[src/rtl/sram_req_arbiter.sv]
// Shares one sram-like slave between the fetch and data masters, routing responses in order.
// Optional SRAM_ARB_ROUND_ROBIN_EN swaps fixed data priority for last-winner round robin.
module sram_req_arbiter #(
   parameter int OUTSTANDING = 2,
   parameter int IDW         = 1
) (
   input  logic        clk,
   input  logic        resetn,
   input  logic        inst_sram_req,
   input  logic        inst_sram_wr,
   input  logic [1:0]  inst_sram_size,
   input  logic [3:0]  inst_sram_wstrb,
   input  logic [31:0] inst_sram_addr,
   input  logic [31:0] inst_sram_wdata,
   output logic        inst_sram_addr_ok,
   output logic        inst_sram_data_ok,
   output logic [31:0] inst_sram_rdata,
   input  logic        data_sram_req,
   input  logic        data_sram_wr,
   input  logic [1:0]  data_sram_size,
   input  logic [3:0]  data_sram_wstrb,
   input  logic [31:0] data_sram_addr,
   input  logic [31:0] data_sram_wdata,
   output logic        data_sram_addr_ok,
   output logic        data_sram_data_ok,
   output logic [31:0] data_sram_rdata,
   output logic        sram_req,
   output logic        sram_wr,
   output logic [1:0]  sram_size,
   output logic [3:0]  sram_wstrb,
   output logic [31:0] sram_addr,
   output logic [31:0] sram_wdata,
   input  logic        sram_addr_ok,
   input  logic        sram_data_ok,
   input  logic [31:0] sram_rdata,
   output logic        resp_err
);

   localparam logic [IDW:0] FULL_CNT = (IDW+1)'(OUTSTANDING);

   logic [OUTSTANDING-1:0] owner_q;
   logic [IDW-1:0]         wptr_q;
   logic [IDW-1:0]         rptr_q;
   logic [IDW:0]           cnt_q;
   logic                   err_q;

   logic full;
   logic grant_d;
   logic grant_i;
   logic push;
   logic pop;
   logic empty_pop;
   logic head;

   assign full = (cnt_q == FULL_CNT);

`ifdef SRAM_ARB_ROUND_ROBIN_EN
   // last_d_q = 1 means data won the last accepted handshake
   logic last_d_q;
   logic prefer_d;

   assign prefer_d = ~last_d_q;
   assign grant_d  = ~full & data_sram_req
                   & (~inst_sram_req | prefer_d);
   assign grant_i  = ~full & inst_sram_req
                   & (~data_sram_req | ~prefer_d);

   always_ff @(posedge clk or negedge resetn) begin
      if (!resetn) begin
         last_d_q <= 1'b0;
      end else if (push) begin
         last_d_q <= grant_d;
      end
   end
`else
   assign grant_d = ~full & data_sram_req;
   assign grant_i = ~full & inst_sram_req & ~data_sram_req;
`endif

   assign sram_req   = grant_d | grant_i;
   assign sram_wr    = grant_i ? inst_sram_wr    : data_sram_wr;
   assign sram_size  = grant_i ? inst_sram_size  : data_sram_size;
   assign sram_wstrb = grant_i ? inst_sram_wstrb : data_sram_wstrb;
   assign sram_addr  = grant_i ? inst_sram_addr  : data_sram_addr;
   assign sram_wdata = grant_i ? inst_sram_wdata : data_sram_wdata;

   assign data_sram_addr_ok = grant_d & sram_addr_ok;
   assign inst_sram_addr_ok = grant_i & sram_addr_ok;

   assign push      = sram_req & sram_addr_ok;
   assign pop       = sram_data_ok & (cnt_q != '0);
   assign empty_pop = sram_data_ok & (cnt_q == '0);
   assign head      = owner_q[rptr_q];

   assign inst_sram_data_ok = pop & ~head;
   assign data_sram_data_ok = pop & head;
   assign inst_sram_rdata   = sram_rdata;
   assign data_sram_rdata   = sram_rdata;
   assign resp_err          = err_q;

   // Pointers wrap naturally since OUTSTANDING is a power of two
   always_ff @(posedge clk or negedge resetn) begin
      if (!resetn) begin
         owner_q <= '0;
         wptr_q  <= '0;
         rptr_q  <= '0;
         cnt_q   <= '0;
         err_q   <= 1'b0;
      end else begin
         if (push) begin
            owner_q[wptr_q] <= grant_d;
            wptr_q          <= wptr_q + 1'b1;
         end
         if (pop) begin
            rptr_q <= rptr_q + 1'b1;
         end
         if (push && !pop) begin
            cnt_q <= cnt_q + 1'b1;
         end else if (!push && pop) begin
            cnt_q <= cnt_q - 1'b1;
         end
         if (empty_pop) begin
            err_q <= 1'b1;
         end
      end
   end

endmodule

[config.mk]
export PLATFORM = sky130hd
export DESIGN_NAME = sram_req_arbiter
export DESIGN_NICKNAME = d
export VERILOG_FILES = /design/src/rtl/sram_req_arbiter.sv
export SDC_FILE = /design/constraint.sdc
export NUM_CORES = 1
export LEC_CHECK = 0
export CORE_AREA = 2 2 125 127
export DETAILED_ROUTE_END_ITERATION = 8
export DIE_AREA = 0 0 127 129
export PLACE_DENSITY = 0.55
export SYNTH_ARGS = -nofsm -noshare
export SYNTH_HDL_FRONTEND = slang
export SYNTH_SLANG_ARGS = --single-unit
[constraint.sdc]
create_clock -name clk -period 1.6 [get_ports clk]
set_clock_uncertainty 0.05 [all_clocks]
set_input_delay 0.32 -clock clk [delete_from_list [all_inputs] [get_ports clk]]
set_output_delay 0.32 -clock clk [all_outputs]
set_load 0.005 [all_outputs]
==> flow_metrics.env, run 1 <==
export IMPL_groute_usage_overall_pct=10.93
export IMPL_tritoncts="built"
export IMPL_setup_worst_path_start_class="register"
export IMPL_first_pass_iters=3
export IMPL_antenna_cells=0
export IMPL_postLayoutSetupSlackWorst_ns=-0.4911
export IMPL_synth_seq_area_share_pct=8.547
export IMPL_grt_antenna_before_repair=0
export IMPL_drive_gt1_share_pct=55.04
export IMPL_cts_buffers_inserted=3
export IMPL_detailedPlacementHpwl_mm=7.483
export IMPL_die_width_um=127
export IMPL_wl_mm=10.09
export IMPL_crit_path_max_incr_delay_ns=0.40
export IMPL_clk_pin_slew_ns=0.04
export IMPL_chipHeight_um=129
export IMPL_floorplan_rows=45
export IMPL_drt_iter0_markers=46
export IMPL_final_hold_violation_count=0
export IMPL_p_leak_nw=2.254
export IMPL_max_cap_violations=0
export IMPL_slew_headroom_pct=76.91
export IMPL_overflow=0
export IMPL_dr_total_vias=2078
export IMPL_path_common_cell="buf_6"
export IMPL_crit_path_top_delay_cell="dfrtp_1"
export IMPL_cts_max_path_bufs=2
export IMPL_synthesized_flop_and_latch_total=7
export IMPL_grt_first_pass_wirelength_mm=13.57
export IMPL_clock_latency_ns=0.23
export IMPL_ir_worst_vdd_mv=0.5862
export IMPL_nets=569
export IMPL_comb_power_share_pct=78.5
export IMPL_yosys_cell_types_count=24
export IMPL_run_status="finished, violations left"
export IMPL_postSynthNetCount=359
export IMPL_top_level_ports=321
export IMPL_crit_path_cell_trace="nand2b_4, nand3b_4, buf_6, buf_12, clkbuf_16, mux2_4, buf_6"
export IMPL_power_share_of_the_clock_group_pct=12.0
export IMPL_first_global_vias=2232
export IMPL_cts_htree_levels=1
export IMPL_min_delay_path_class="input pin to asynchronous set/reset pin"
export IMPL_power_density_mw_per_mm2=758.4
export IMPL_critical_path_required_ns=1.23
export IMPL_wl_per_cell_um=17.54
export IMPL_timing_fmax_mhz=478.2
export IMPL_grt_max_degree=15
export IMPL_totalPowerFinal_mw=3.574
export IMPL_initial_core_util_pct=13.68
export IMPL_core_area_mm2=0.01498
export IMPL_fillerInstances=1538
export IMPL_path_max_fanout=7
export IMPL_hold_buffers=0
export IMPL_synthToLayoutAreaGrowth_pct=129.9
export IMPL_violated_checks="setup timing"
export IMPL_pwr_share_seq_pct=9.4
export IMPL_ys_warn_count=0
export IMPL_post_route_drc_count=0
export IMPL_syn_area_cell_um2=11.51
export IMPL_synthesis_instances=178
export IMPL_syn_area_mm2=0.002049
export IMPL_switching_share_pct=30.18
export IMPL_layout_cells_non_filler=575
export IMPL_final_period_minus_worst_setup_slack_ns=2.091
export IMPL_intPower_mw=2.495
export IMPL_ant_nets=0
export IMPL_finalCritPeriodShare_pct=130.7
export IMPL_dp_cells=536
export IMPL_globalplace_congestion=0.7375
export IMPL_timing_final_setup_violations=79
export IMPL_switching_power_mw=1.078
export IMPL_finalMaxSlewViolations=0
export IMPL_arrival_ns=1.72
export IMPL_clock_root_buffer="clkbuf_16"
export IMPL_setup_worst_path_end_class="output port"
export IMPL_numPortBuffers=224
export IMPL_die_area_mm2=0.01638
export IMPL_detail_route_vias_per_cell=3.614
export IMPL_criticalPathCategory="register to output port"
export IMPL_rsz0062_at_grt="yes"
export IMPL_worst_hold_slack_ns=0.3090
export IMPL_max_slew_worst_pin_slew_ns=0.3452
export IMPL_cts_sink_count=7
cell type report:
| cell class | count | area (µm²) | share of cell area, % |
|---|---|---|---|
| flip-flops and latches | 7 | 175.2 | 3.717 |
| repair buffers | 277 | 2919 | 61.95 |
| inverters | 2 | 7.507 | 0.1593 |
| multi-input cells | 97 | 1296 | 27.51 |
| clock buffers | 4 | 78.83 | 1.673 |
| well taps | 188 | 235.2 | 4.992 |
power groups by stage:
stage | logic [mW] | clock network, mW | registers [mW]
6_report | 2.81 | 0.430 | 0.337
5_1_grt | 2.97 | 0.454 | 0.352
4_1_cts | 2.72 | 0.439 | 0.337
3_5_place_dp | 2.21 | 0 | 0.327
3_3_place_gp | 2.20 | 0 | 0.322
2_1_floorplan | 1.16 | 0 | 0.335
final timing paths:
| kind | start | to | slack, ns | cells after the start |
|---|---|---|---|---|
| min in group clk | resp_err | resp_err | 0.41 | 1 |
| setup / recovery | cnt_q[1] | sram_size[1] | -0.49 | 7 |
| max in group asynchronous | resetn | owner_q[1] | 0.93 | 1 |
| hold reg to reg | resp_err | resp_err | 0.41 | 1 |
| setup reg to reg | cnt_q[1] | cnt_q[1] | -0.19 | 8 |
| hold / removal | resetn | resp_err | 0.31 | 1 |
metal layers:
metal  wire length, µm  GRT usage (%)  vias to the layer above
met5                 0              0                        -
met4                42          1.616                        0
met3               879          3.326                        6
met2              5272          20.30                      135
met1              3891          12.62                      973
li1                  -              -                      964
sequential cells by signal, indices dropped and copies added (netlist names):
signal / flops
wptr_q: 1
rptr_q: 1
cnt_q: 2
resp_err: 1
owner_q: 2
cells in the final DEF, fill, tap and decap left out, drive strengths merged:
cell type | synthesis | layout
and2b | 1 | 1
nand3b | 1 | 1
nand4 | 1 | 1
xor2 | 3 | 3
nor2 | 6 | 6
dfrtp | 7 | 7
clkdlybuf4s50 | 0 | 145
mux2i | 1 | 1
a22o | 1 | 1
xnor2 | 2 | 2
buf | 72 | 122
nand3 | 1 | 1
o21ai | 2 | 2
nand2b | 1 | 1
mux2 | 71 | 71
nand2 | 1 | 1
inv | 2 | 2
ha | 1 | 1
nor3 | 1 | 1
nor2b | 1 | 1
dlygate4sd2 | 0 | 3
clkbuf | 0 | 11
o31ai | 1 | 1
a21o | 1 | 1
cell families (layout without fill, tap and decap cells):
| kind of cell | count (synthesis) | after routing | synth area share, % |
|---|---|---|---|
| buffers and inverters | 74 | 283 | 31.20 |
| adders and majority gates | 1 | 1 | 0.6104 |
| AOI/OAI and AO/OA | 5 | 5 | 1.649 |
| xor gates and xnor gates | 5 | 5 | 2.137 |
| and+or+nand+nor | 14 | 14 | 3.724 |
| muxes | 72 | 72 | 52.14 |
| DFF | 7 | 7 | 8.547 |
synth_stat cells:
cell	n	area share [%]
ha_1	1	0.61
inv_1	2	0.37
o31ai_1	1	0.37
buf_4	64	23
nor3_1	1	0.24
mux2_2	2	1.1
mux2_4	69	51
nand2b_2	1	0.43
nand3b_2	1	0.55
xor2_1	3	1.3
xnor2_1	2	0.85
nor2_1	6	1.1
o21ai_0	2	0.49
nand4_1	1	0.31
and2b_1	1	0.37
mux2i_1	1	0.49
nor2b_1	1	0.31
a21o_1	1	0.37
buf_6	1	0.55
a22o_1	1	0.43
dfrtp_1	7	8.5
nand3_1	1	0.24
nand2_1	1	0.18
buf_12	7	6.8
what timing repair did:
action	4_1_cts	5_1_grt
pin swaps	5	2
resized for setup	392	28
setup endpoints to repair	78	80
buffers inserted	20	14
gates cloned	5	2
through the flow:
step / util, % / setup slack [ns] / setup TNS (ns) / cell area, µm²
after CTS: 30.65 / -0.6493 / -34.12 / 4591
final: 31.46 / -0.4911 / -31.28 / 4712
after global placement: 27.17 / -0.9270 / -63.01 / 4069
after global routing: 31.46 / -0.5547 / -36.69 / 4712
after detailed placement: 27.17 / -0.9282 / -63.83 / 4069
after floorplan: - / -0.01945 / -1.315 / 2072
worst max-delay path: cells and delay by family, from the launching register on:
family | cells | cell delay [ns]
multiplexers | 1 | 0.30
flip-flops | 1 | 0.40
buffers and inverters | 4 | 0.56
AND/OR/NAND/NOR | 2 | 0.23
Note: power is estimated with default switching activity, not from simulation.
==> inputs of run 2 (changes only) <==
- SKIP_LAST_GASP: unset -> 1
- SLEW_MARGIN: unset -> 20
- clock period: 1.6 -> 1.8 ns (I/O delays scaled with it)
==> flow_metrics.env, run 2 (same netlist as run 1, synthesis figures left out) <==
export IMPL_run_status="finished, violations left"
export IMPL_violated_checks="setup timing"
export IMPL_first_pass_iters=4
export IMPL_power_density_mw_per_mm2=653.4
export IMPL_floorplan_rows=45
export IMPL_max_slew_worst_pin_slew_ns=0.3583
export IMPL_synthToLayoutAreaGrowth_pct=122.3
export IMPL_reg_to_reg_setup_timing_slack_ns=0.12
export IMPL_totalPowerFinal_mw=2.977
export IMPL_p_leak_nw=2.210
export IMPL_min_delay_path_class="input pin to asynchronous set/reset pin"
export IMPL_cts_buffers_inserted=3
export IMPL_finalMaxSlewViolations=0
export IMPL_clock_latency_ns=0.23
export IMPL_slew_headroom_pct=76.04
export IMPL_grt_max_degree=19
export IMPL_comb_power_share_pct=77.4
export IMPL_setup_worst_path_start_class="register"
export IMPL_core_area_mm2=0.01498
export IMPL_clk_pin_slew_ns=0.04
export IMPL_top_level_ports=321
export IMPL_drive_gt1_share_pct=51.32
export IMPL_hold_buffers=0
export IMPL_detail_route_vias_per_cell=3.606
export IMPL_final_period_minus_worst_setup_slack_ns=2.249
export IMPL_final_hold_violation_count=0
export IMPL_timing_final_setup_violations=72
export IMPL_reg2reg_from="cnt_q[1]"
export IMPL_cts_max_path_bufs=2
export IMPL_largestRegisters="cnt_q (2), owner_q (2)"
export IMPL_switching_share_pct=30.70
export IMPL_cts_htree_levels=1
export IMPL_critical_path_required_ns=1.39
export IMPL_route_met2_wl_mm=5.254
export IMPL_dr_max_layer_used="met4"
export IMPL_finalCritPeriodShare_pct=124.9
export IMPL_wl_per_cell_um=18.85
export IMPL_final_cell_mix="clkdlybuf4s50_1, mux2_4, buf_6"
export IMPL_ant_nets=0
export IMPL_chipHeight_um=129
export IMPL_cts_sink_count=7
export IMPL_fillerInstances=1516
export IMPL_intPower_mw=2.063
export IMPL_worst_setup_path_startpoint="cnt_q[1]"
export IMPL_timing_fmax_mhz=444.6
export IMPL_detailedPlacementHpwl_mm=7.889
export IMPL_pwr_share_seq_pct=9.9
export IMPL_clock_root_buffer="clkbuf_16"
export IMPL_numPortBuffers=224
export IMPL_worst_setup_timing_slack_at_the_placement_stage_ns=-0.8364
export IMPL_path_max_fanout=5
export IMPL_die_area_mm2=0.01638
export IMPL_layout_commonest_cell="clkdlybuf4s50_1"
export IMPL_tritoncts="built"
export IMPL_initial_core_util_pct=13.68
export IMPL_nets=560
export IMPL_power_share_of_the_clock_group_pct=12.7
export IMPL_die_width_um=127
export IMPL_criticalPathCategory="register to output port"
export IMPL_drt_iter0_markers=50
export IMPL_ir_worst_vdd_mv=0.6964
export IMPL_wl_met3_um=989
export IMPL_first_global_vias=2137
export IMPL_globalplace_congestion=0.7920
export IMPL_arrival_ns=1.84
export IMPL_wl_mm=10.67
export IMPL_switching_power_mw=0.9139
export IMPL_post_route_drc_count=0
export IMPL_antenna_cells=0
export IMPL_rsz0062_at_grt="yes"
export IMPL_groute_usage_overall_pct=11.03
export IMPL_overflow=0
export IMPL_met1_routed_length_mm=4.406
export IMPL_dp_cells=529
export IMPL_max_cap_violations=0
export IMPL_dr_total_vias=2041
export IMPL_setup_worst_path_end_class="output port"
export IMPL_grt_first_pass_wirelength_mm=13.77
export IMPL_grt_antenna_before_repair=0
export IMPL_postLayoutSetupSlackWorst_ns=-0.4491
export IMPL_layout_cells_non_filler=566
run 2: final cells by class:
| cell class | instances | area [µm²] | share of cell area [%] |
|---|---|---|---|
| Multi-Input combinational cell | 97 | 1280 | 28.09 |
| Timing Repair Buffer | 268 | 2780 | 61.01 |
| Tap cell | 188 | 235.2 | 5.162 |
| Clock buffer | 4 | 78.83 | 1.730 |
| Inverter | 2 | 7.507 | 0.1647 |
| Sequential cell | 7 | 175.2 | 3.844 |
run 2: layer usage:
metal,up-vias,global-route usage (%)
met5,-,0
met4,0,1.357
met3,7,3.326
met2,129,19.13
met1,953,13.93
li1,952,-
run 2: final timing paths:
path | depth (start not counted) | end
max | 8 | sram_addr[29]
min | 1 | resp_err
max reg2reg | 7 | cnt_q[1]
min reg2reg | 1 | resp_err
max in group asynchronous | 1 | rptr_q
min in group clk | 2 | resp_err
run 2: repair_timing:
action	4_1_cts	5_1_grt
setup endpoints to repair	76	75
pin swaps	1	1
setup buffers	15	10
resized for setup	161	155
gates cloned	4	8
run 2: metrics by stage:
step                utilization [%]  area (µm²)  TNS (ns)  hold slack, ns
detailed placement            26.78        4011    -55.91          0.3955
finish                        30.43        4557    -22.70          0.3600
global placement              26.78        4011    -55.32          0.3906
global route                  30.43        4557    -26.38          0.3791
floorplan                         -        2049         0         0.01441
CTS                           29.32        4392    -37.62          0.3586
run 2: critical path, stage by stage, from the launching register on:
cell       delay [ns]
dfrtp_1          0.41
nand2b_4         0.10
nand3b_4         0.11
clkbuf_16        0.18
buf_12           0.13
buf_16           0.14
buf_8            0.13
mux2_4           0.30
buf_6            0.12
run 2: power by group through the flow:
stage               logic (mW)  registers (mW)  clock network [mW]
floorplan                 1.00           0.293                   0
global placement          1.89           0.284                   0
detailed placement        1.89           0.288                   0
CTS                       2.14           0.293               0.387
global route              2.44           0.306               0.391
finish                    2.30           0.294               0.379
